File: config.mk
export PLATFORM = sky130hd
export DESIGN_NAME = uart_tx_arbiter
export DESIGN_NICKNAME = d
export VERILOG_FILES = /design/src/rtl/uart_tx_arbiter.sv
export SDC_FILE = /design/constraint.sdc
export NUM_CORES = 1
export LEC_CHECK = 0
export BUFFER_PORTS_ARGS = -buffer_cell sky130_fd_sc_hd__clkbuf_2
export CORE_AREA = 4 4 74 76
export CTS_CLUSTER_SIZE = 14
export DETAILED_ROUTE_END_ITERATION = 10
export DIE_AREA = 0 0 78 80
export PLACE_DENSITY = 0.71
export SYNTH_ARGS = -nofsm -noshare
export SYNTH_HDL_FRONTEND = slang
export SYNTH_SLANG_ARGS = --single-unit
export TNS_END_PERCENT = 5
File: constraint.sdc
create_clock -name Clock -period 3.34 [get_ports Clock]
set_clock_uncertainty 0.15 [all_clocks]
set_input_delay 0.334 -clock Clock [delete_from_list [all_inputs] [get_ports Clock]]
set_output_delay 0.334 -clock Clock [all_outputs]
set_load 0.05 [all_outputs]
File: src/rtl/uart_tx_arbiter.sv
// Two-requester arbiter in front of a single UART transmitter.
// The grant is locked per packet, owners rotate round-robin, and an optional burst
// cap hands the transmitter to a waiting requester. Per-requester byte counters are kept.
module uart_tx_arbiter #(
   parameter int MAX_BURST   = 16,
   parameter int COUNT_WIDTH = 16
) (
   input  logic                   Clock,
   input  logic                   Reset,
   input  logic [7:0]             AData,
   input  logic                   AValid,
   input  logic                   ALast,
   output logic                   AReady,
   input  logic [7:0]             BData,
   input  logic                   BValid,
   input  logic                   BLast,
   output logic                   BReady,
   output logic [7:0]             DataIn,
   output logic                   DataInValid,
   input  logic                   DataInReady,
   output logic [1:0]             Grant,
   output logic [COUNT_WIDTH-1:0] ACount,
   output logic [COUNT_WIDTH-1:0] BCount
);

   localparam int                 BURST_W   = (MAX_BURST < 1) ? 1 : $clog2(MAX_BURST + 1);
   localparam logic [BURST_W-1:0] BURST_CAP = BURST_W'(MAX_BURST);

   typedef enum logic [1:0] {IDLE = 2'd0, OWN_A = 2'd1, OWN_B = 2'd2} state_t;

   typedef struct packed {
      logic [7:0] data;
      logic       valid;
      logic       last;
   } req_t;

   state_t                          state, nextState;
   req_t [1:0]                      reqs;
   req_t                            cur;
   logic                            lastOwner;   // 0 = A, 1 = B
   logic                            ownSel;
   logic                            owned;
   logic                            otherValid;
   logic                            xfer;
   logic                            capHit;
   logic                            releaseGrant;
   logic [BURST_W-1:0]              burst, burstNext;
   logic [1:0][COUNT_WIDTH-1:0]     cnt;

   assign reqs[0] = '{data: AData, valid: AValid, last: ALast};
   assign reqs[1] = '{data: BData, valid: BValid, last: BLast};

   assign owned      = (state != IDLE);
   assign ownSel     = (state == OWN_B);
   assign cur        = reqs[ownSel];
   assign otherValid = ownSel ? AValid : BValid;

   // A transfer is the owner's valid meeting the UART's ready
   assign xfer      = owned & cur.valid & DataInReady;
   assign burstNext = (burst == BURST_CAP) ? burst : burst + 1'b1;
   // Once saturated, burstNext stays at the cap, so each later transfer re-checks the waiter
   assign capHit       = (MAX_BURST != 0) && (burstNext == BURST_CAP) && otherValid;
   assign releaseGrant = xfer & (cur.last | capHit);

   // State register
   always_ff @(posedge Clock or negedge Reset) begin
      if (!Reset) state <= IDLE;
      else        state <= nextState;
   end

   // Next-state: round-robin pick from IDLE, release on Last or burst-cap preemption
   always_comb begin
      nextState = state;
      case (state)
         IDLE: begin
            if (AValid && BValid) nextState = lastOwner ? OWN_A : OWN_B;
            else if (AValid)      nextState = OWN_A;
            else if (BValid)      nextState = OWN_B;
         end
         OWN_A, OWN_B: if (releaseGrant) nextState = IDLE;
         default: nextState = IDLE;
      endcase
   end

   // Outputs: combinational pass-through of the owner's stream, zeros when idle
   always_comb begin
      Grant       = {state == OWN_B, state == OWN_A};
      DataIn      = 8'h00;
      DataInValid = 1'b0;
      AReady      = (state == OWN_A) & DataInReady;
      BReady      = (state == OWN_B) & DataInReady;
      if (owned) begin
         DataIn      = cur.data;
         DataInValid = cur.valid;
      end
   end

   // Most recent owner, seeded with B so A wins the first tie
   always_ff @(posedge Clock or negedge Reset) begin
      if (!Reset)            lastOwner <= 1'b1;
      else if (releaseGrant) lastOwner <= ownSel;
   end

   // Burst count is held at zero while idle, which clears it on every new grant
   always_ff @(posedge Clock or negedge Reset) begin
      if (!Reset)     burst <= '0;
      else if (!owned) burst <= '0;
      else if (xfer)   burst <= burstNext;
   end

   for (genvar i = 0; i < 2; i++) begin : gCnt
      // Byte counter for requester i, wraps silently
      always_ff @(posedge Clock or negedge Reset) begin
         if (!Reset)                          cnt[i] <= '0;
         else if (xfer && (ownSel == 1'(i))) cnt[i] <= cnt[i] + 1'b1;
      end
   end

   assign ACount = cnt[0];
   assign BCount = cnt[1];

endmodule

# Word level (Yosys, flattened, before mapping)
# Cells that the tools add are included.
[op_classes] shift=0 n_lt_le_gt_ge=1 n_eq_ne=7 div=0 addsub=3 n_mux=14 n_bitwise=7 n_reduce_logical=8 n_mul=0
[op_table] operator="adder 16 x 1 -> 16 bit, second input constant" count=2
[op_table] operator="2-to-1 mux 10 bit" count=2
[op_table] operator="2-to-1 mux 5 bit" count=3
[op_table] operator="== test 5 bit, second input constant" count=2
[op_table] operator="2-to-1 mux 2 bit" count=5
[op_table] operator="2-to-1 mux 8 bit" count=1
[op_table] operator="adder 5 x 1 -> 5 bit, second input constant" count=1
[op_table] operator="AND 1 bit" count=5
[op_table] operator="logical AND 1 bit" count=4
[op_table] operator="inequality test 4 bit, second input constant" count=1
[op_table] operator="case mux 2 bit (2 select lines)" count=1
[op_table] operator="== test 2 x 1 -> 1 bit, second input constant" count=1
[op_table] operator="== test 2 bit, second input constant" count=1
[op_table] operator="zero test 2 bit" count=1
[op_table] operator="less-than comparator 1 x 2 -> 1 bit, second input constant" count=1
[op_table] operator="2-to-1 mux 1 bit" count=2
[op_table] operator="inequality test 2 x 1 -> 1 bit, second input constant" count=1
[op_table] operator="inequality test 2 bit, second input constant" count=1
[op_table] operator="AND reduction 2 bit" count=1
[op_table] operator="nonzero test 2 bit" count=1
[op_table] operator="OR reduction 2 bit" count=1
[op_table] operator="inverter 1 bit" count=1
[op_table] operator="OR 1 bit" count=1
[word_totals] regBits=40 latch_bits=0 romBits=0 in_bits=23 n_memories=0 mem_bits_rw=0

# Depth between registers and ports, before layout
# Gate-level depths: netlist of the first run.
[depth] ltp_word=8 ltp_mapped=9 depth_no_buf=7

# Worst setup path after synthesis of the first run
# OpenSTA, ideal clock, no wires.
[synth_timing] path_type="reg2out" from="register state[0]" to="output DataIn[0]" slack_ns=0.860 path_buffers=2 t_arrival_ns=1.996 stages_incl_launch_ff=7 path_cell_list="dfrtp_1 -> inv_1 -> ha_1 -> buf_2 -> buf_1 -> mux2i_1 -> nor2_1"
[synth_between] elab_chain_len=4 word_cells_on_any_way=5 classes_between="1 x eq/ne; 3 x mux; 1 x reduce/logical"
[synth_rtl] item="start: declaration" line_no="37" text="state_t state, nextState;"
[synth_rtl] item="start signal: assignment" line_no="68" text="else state <= nextState;"
[synth_rtl] item="== test 2 bit" line_no="54" text="assign ownSel = (state == OWN_B);"
[synth_rtl] item="net ownSel" line_no="41" text="logic ownSel;"
[synth_rtl] item="2-to-1 mux 10 bit (not written as such) (2 in a row)" line_no="55" text="assign cur = reqs[ownSel];"
[synth_rtl] item="2-to-1 mux 8 bit" line_no="92" text="if (owned) begin"
[synth_rtl] item="end: declaration" line_no="18" text="output logic [7:0] DataIn,"
# The timed path passes the listed nets, and every way through them passes these cells. The select of a mux whose other input is x is not followed.

# Worst setup path after layout of the first run
[layout_timing] from="register state[0]" to="output DataInValid"
[layout_between] elab_chain_len=4 word_cells_on_any_way=5 classes_between="1 x eq/ne; 3 x mux; 1 x reduce/logical"
[layout_rtl] item="== test 2 bit" line_no="54"
[layout_rtl] item="2-to-1 mux 10 bit (not written as such) (2 in a row)" line_no="55"
[layout_rtl] item="2-to-1 mux 1 bit *" line_no="92"
[layout_rtl] item="end: declaration" line_no="19" text="output logic DataInValid,"
# Every way passes the cells marked *; elsewhere a longest branch is shown, timed or not. The select of a mux whose other input is x is not followed.

==> metrics.yaml, run 1 <==
detailed_routing:
  num_vias: 1693
  wl_per_cell_microns: 12.78
  ant_nets: 0
  drtPass1Iterations: 4
  post_drt_via_cell_ratio: 5.009
  drt_wl_total_microns: 4319
  drc: 0
  drt-initial-drc-count: 98
cts:
  cts.sinks: 40
  clk_path_buf_depth: 2
  ctsRootBufferMaster: "clkbuf_8"
  htreeDepth: 2
  clkTransAtPathRegs_ns: 0.07
  cts_resized: 0
  cts_tree: "done"
  holdBufCountCts: 0
  clk_latency_ns: 0.28
  post_cts_buffers: 0
  cts_buffers: 5
critical_path:
  end_kind: "output port"
  cpPeakStageDelay_ns: 0.48
  path_buf_inv: 3
  cp_max_fo: 11
  cp_top_family: "buffers and inverters"
  cpMaxStageDelayCell: "mux2i_1"
  critical_path_required_ns: 2.86
  cp-startpoint: "state[0]"
  r2r_start: "state[0]"
  crit_type: "flop to output port"
  start_kind: "flop"
  worstPathCellList: "inv_1 > ha_1 > buf_4 > mux2i_1 > nor2_1 > clkbuf_2"
  critPathArrivalTime_ns: 2.20
sta:
  layout_min_cycle_time_ns: 2.682
  final.period_utilization_pct: 80.30
  fmax_mhz: 372.8
  rsz0062_at_grt: "no"
  finalHoldWorstSlack_ns: 0.04623
  hold_viol: 0
  setup_viol: 0
  setup_tns_ns: 0
  max_slew.worst_pin.slew_ns: 0.9709
  slew_viol_final: 0
  slew_headroom_pct: 35.27
final_layout:
  mostFrequentLayoutCells: "clkbuf_2 (67), dfrtp_1 (39), xnor2_1 (24), nor2_1 (21), nand2_1 (19)"
  stdcell_area_sq_um: 2613
  drive_gt1_share_pct: 29.52
  final_common_cell: "clkbuf_2"
  diodes: 0
  fill_cells: 436
  areaGrowthSynthToFinish_pct: 22.25
  fin_nets: 300
place:
  io_buffers: 67
  dp_hpwl_microns: 3306
  placed_area_sq_um: 2522
  finalWeightedCongestion: 0.8002
pwr:
  p_leak_nw: 1.323
  finalPower_mw: 1.777
  ir_worst_vdd_uv: 485.9
  power.density_nw_per_um2: 680.2
yosys:
  yosysUniqueCellTypes: 35
  synth_cells: 202
  ys_ff_latch: 40
  syn-num-nets: 232
  yosysWarnings: 0
  ys_seq_area_share_pct: 46.90
  synth_area_sq_um: 2137
  synth.avg_cell_area_sq_um: 10.58
die:
  die_h_microns: 80
  ios: 68
  dieWidth_microns: 78
  dieArea_sq_um: 6240
  core_area_sq_um: 4723
  rows: 25
  initial_core_util_pct: 45.25
flow_run:
  maxCapViolCount: 0
grt:
  overflow: 0
  grt_pass1_wl_microns: 7762
  grt_max_degree: 41
  antenna_found_initial: 0
  track_usage_pct: 15.33
  grt_pass1_vias: 1776
worst_hold_path:
  hold_path.class: "input pin to asynchronous set/reset pin"
outcome:
  status: "completed"
## cell families (layout without fill, tap and decap cells)
group / Yosys count / count (layout) / share of synthesized area (%)
AO/OA/AOI/OAI: 10 / 10 / 4.274
XOR/XNOR: 35 / 35 / 14.34
adder cells (fa/ha/maj): 7 / 7 / 4.098
buffers and inverters: 14 / 83 / 3.162
flip-flops: 40 / 40 / 46.90
multiplexers: 14 / 14 / 6.850
AND/OR/NAND/NOR: 82 / 82 / 20.38
## per-stage QoR
stage	worst slack [ns]	cells	util (%)
after floorplan	0.8603	202	-
after global placement	0.8872	330	53.40
after detailed placement	0.8219	330	53.40
after CTS	0.6477	338	55.31
after global routing	0.4683	338	55.31
final	0.6578	338	55.31
## layer usage
metal	GRT usage (%)	share of wire (%)	vias to the layer above
met5	0	0	-
met4	6.294	0.74	0
met3	3.612	7.5	2
met2	25.77	47	61
met1	18.92	45	803
li1	-	-	827
## synthesized netlist by cell type
master / count / area (sq um)
dfrtp_1: 39 / 975.9
xnor2_1: 24 / 210.2
nor2_1: 21 / 78.83
nand2_1: 19 / 71.32
mux2i_1: 12 / 120.1
nand3_1: 12 / 60.06
xor2_1: 11 / 96.34
ha_1: 7 / 87.58
inv_1: 7 / 26.28
and3_1: 6 / 37.54
nand4_1: 6 / 37.54
and4_1: 5 / 43.79
and2_1: 4 / 25.02
buf_2: 3 / 15.01
a21oi_1: 2 / 10.01
a32o_1: 2 / 20.02
buf_1: 2 / 7.510
nand4bb_1: 2 / 22.52
o31ai_1: 2 / 15.01
a2111oi_4: 1 / 27.53
and4b_1: 1 / 10.01
and4bb_2: 1 / 12.51
buf_4: 1 / 7.510
buf_6: 1 / 11.26
dfstp_2: 1 / 26.28
mux2_2: 1 / 11.26
mux2_4: 1 / 15.01
nand2b_1: 1 / 6.260
nand4b_1: 1 / 8.760
nor2b_1: 1 / 6.260
nor3_1: 1 / 5.000
nor3_2: 1 / 10.01
o211ai_1: 1 / 7.510
o21ai_0: 1 / 5.000
o22ai_1: 1 / 6.260
## power by group
part | total, mW | internal, mW | leakage [nW] | switching, mW
sequential | 0.625 | 0.551 | 0.543 | 0.0745
clock | 0.321 | 0.168 | 0.0455 | 0.152
combinational | 0.831 | 0.234 | 0.734 | 0.597
## final timing paths
path	endpoint	slack [ns]	depth (start not counted)
setup / recovery	DataInValid	0.66	6
hold / removal	ACount[0]	0.05	1
setup reg to reg	ACount[15]	0.82	7
hold reg to reg	BCount[15]	0.33	1
max in group asynchronous	burst[4]	2.40	1
min in group Clock	BCount[0]	0.28	3
## sequential cells by signal (all words and copies together) (netlist names)
name / cells
ACount: 16
BCount: 16
burst: 5
state: 2
lastOwner: 1
## area by class of cell
cell class | instances | area [sq um] | share of cell area [%]
Clock buffer | 8 | 90.09 | 3.448
Timing Repair Buffer | 68 | 342.8 | 13.12
Sequential cell | 40 | 1002 | 38.36
Multi-Input combinational cell | 148 | 1067 | 40.85
Tap cell | 67 | 83.83 | 3.209
Inverter | 7 | 26.28 | 1.006
Note: power is estimated with default switching activity, not from simulation.
==> run 2, diff against run 1 <==
==> constraint.sdc (replaced) <==
create_clock -name Clock -period 2.5 [get_ports Clock]
set_clock_uncertainty 0.15 [all_clocks]
set_input_delay 0.25 -clock Clock [delete_from_list [all_inputs] [get_ports Clock]]
set_output_delay 0.25 -clock Clock [all_outputs]
set_load 0.05 [all_outputs]
==> run 2 against run 1 <==
Net effect: die area unchanged; sequential power increased by 33%; combinational power increased by 37%; sequential cell count stayed put; total power up 34%; count of clock-buffer cells in the layout decreased by 1; hold slack gained 0.16 ns; critical path depth grew 1; utilization up 0.50 points; via count fell by 1.5%; largest power group unchanged.
==> metrics.yaml, run 2 (synthesized netlist as in run 1, its figures left out) <==
pwr:
  switching_share_pct: 46.95  # was 46.39%
  ir_worst_vdd_uv: 570.4  # was 485.9 uV
  p_sw_mw: 1.114  # was 0.8244 mW
  power.density_nw_per_um2: 900.5  # was 680.2 nW/um^2
  p_leak_nw: 1.339  # was 1.323 nW
  finalPower_mw: 2.374  # was 1.777 mW
  power_frac_seq_pct: 35.0  # was 35.2%
  p_int_mw: 1.260  # was 0.9526 mW
  p_comb_share_pct: 47.8  # was 46.8%
  power_frac_clock_pct: 17.2  # was 18.0%
sta:
  layout_min_cycle_time_ns: 2.360
  setup_tns_ns: 0  # unchanged
  setup_viol: 0  # unchanged
  rsz0062_at_grt: "no"  # unchanged
  finalHoldWorstSlack_ns: 0.2060  # was 0.04623 ns
  slew_headroom_pct: 66.87  # was 35.27%
  final.period_utilization_pct: 94.40
  hold_viol: 0  # unchanged
  fmax_mhz: 423.7
  slew_viol_final: 0  # unchanged
  max_slew.worst_pin.slew_ns: 0.4970  # was 0.9709 ns
final_layout:
  final_core_util_pct: 55.81  # was 55.31%
  fin_nets: 304  # was 300
  final_common_cell: "clkbuf_2"  # unchanged
  diodes: 0  # unchanged
  mostFrequentLayoutCells: "clkbuf_2 (67), dfrtp_1 (39), xnor2_1 (24), nor2_1 (21), nand2_1 (19)"  # unchanged
  drive_gt1_share_pct: 30.18  # was 29.52%
  areaGrowthSynthToFinish_pct: 23.36  # was 22.25%
detailed_routing:
  drt_wl_total_microns: 4220  # was 4319 microns
  drtPass1Iterations: 4  # unchanged
  drt-initial-drc-count: 63  # was 98
  ant_nets: 0  # unchanged
  wl_per_cell_microns: 12.34  # was 12.78 microns
  post_drt_via_cell_ratio: 4.877  # was 5.009
  num_vias: 1668  # was 1693
  drc: 0  # unchanged
cts:
  cts_buffers: 5  # unchanged
  ctsRootBufferMaster: "clkbuf_8"  # unchanged
  post_cts_buffers: 0  # unchanged
  cts.sinks: 40  # unchanged
  clk_path_buf_depth: 2  # unchanged
  clk_latency_ns: 0.29  # was 0.28 ns
  htreeDepth: 2  # unchanged
  clkTransAtPathRegs_ns: 0.07  # about the same
  cts_tree: "done"  # unchanged
grt:
  track_usage_pct: 14.75  # was 15.33%
  gr-usage-met3_pct: 3.837  # was 3.612%
  grt_pass1_vias: 1655  # was 1776
  grt_pass1_wl_microns: 7445  # was 7762 microns
  antenna_found_initial: 0  # unchanged
  met1_usage_pct: 18.49  # was 18.92%
  use_met2_pct: 24.57  # was 25.77%
  top_usage_layer: "met2"  # unchanged
  overflow: 0  # unchanged
  grt_max_degree: 41  # unchanged
critical_path:
  end_kind: "output port"  # unchanged
  crit_type: "flop to output port"  # unchanged
  rr_worst_depth: 6  # was 7
  cp_max_fo: 13  # was 11
  start_kind: "flop"  # unchanged
  critPathArrivalTime_ns: 1.96  # was 2.20 ns
  critical_path_required_ns: 2.10  # was 2.86 ns
die:
  core_area_sq_um: 4723  # unchanged
  ios: 68  # unchanged
  die_h_microns: 80  # unchanged
  initial_core_util_pct: 45.25  # unchanged
  dieWidth_microns: 78  # unchanged
  rows: 25  # unchanged
  dieArea_sq_um: 6240  # unchanged
place:
  io_buffers: 67  # unchanged
  dp_hpwl_microns: 3164  # was 3306 microns
  finalWeightedCongestion: 0.7933  # was 0.8002
worst_hold_path:
  hold_path.class: "input pin to flop"  # was input pin to asynchronous set/reset pin
  whs_path_depth: 3
flow_run:
  maxCapViolCount: 0  # unchanged
outcome:
  status: "completed"  # unchanged
-- run 2: changes by cell type in the layout (fill, tap and decap cells not counted), sizes merged --
cell,delta
clkbuf,-1
dlygate4sd3,+1
buf,+3
clkinv,+1
-- run 2: worst paths after layout --
check	start	endpoint	slack, ns
worst min-delay path	DataInReady	BCount[0]	0.21
worst max-delay path	state[0]	DataInValid	0.14
worst min register to register	BCount[15]	BCount[15]	0.32
max in group asynchronous	Reset	lastOwner	1.44
worst max register to register	burst[0]	lastOwner	0.30
min in group asynchronous	Reset	BCount[12]	0.39
-- run 2: repair_timing --
| item | CTS | global route |
|---|---|---|
| hold buffers | 1 | 0 |
| resized for setup | 0 | 0 |
| endpoints found under the setup margin | 0 | 0 |
| endpoints found under the hold margin | 39 | 0 |
-- run 2: area by class of cell --
class	instances	area, sq um
Fill cell	412	2087
Sequential cell	40	1002
Clock inverter	1	5.005
Timing Repair Buffer	72	375.4
Clock buffer	7	76.32
Inverter	7	26.28
Tap cell	67	83.83
Multi-Input combinational cell	148	1067
-- run 2: worst max-delay path, stage by stage, from the launching register on --
cell and delay [ns]:
dfrtp_1 0.40, inv_1 0.11, ha_1 0.25, buf_4 0.26
mux2i_1 0.21, buf_4 0.16, nor2_1 0.04, clkbuf_2 0.24
-- run 2: metrics by stage --
stage	cell area, sq um	instances	worst slack (ns)
after floorplan	2137	202	0.1043
after global placement	2545	333	0.3814
after detailed placement	2545	333	0.3112
after CTS	2636	342	0.1265
after global routing	2636	342	0.02338
final	2636	342	0.1400
-- run 2: per-layer routing --
metal  vias to the layer above  part of all wire (%)
li1                        833                     -
met1                       769                    46
met2                        61                    45
met3                         5                   7.6
met4                         0                   1.5
met5                         -                     0
-- run 2: power by group through the flow --
stage	Combinational [mW]	Clock (mW)	Sequential [mW]
after floorplan	0.699	0	1.02
after global placement	1.12	0	0.840
after detailed placement	1.13	0	0.842
after CTS	1.14	0.419	0.830
after global routing	1.21	0.453	0.850
final	1.14	0.407	0.831
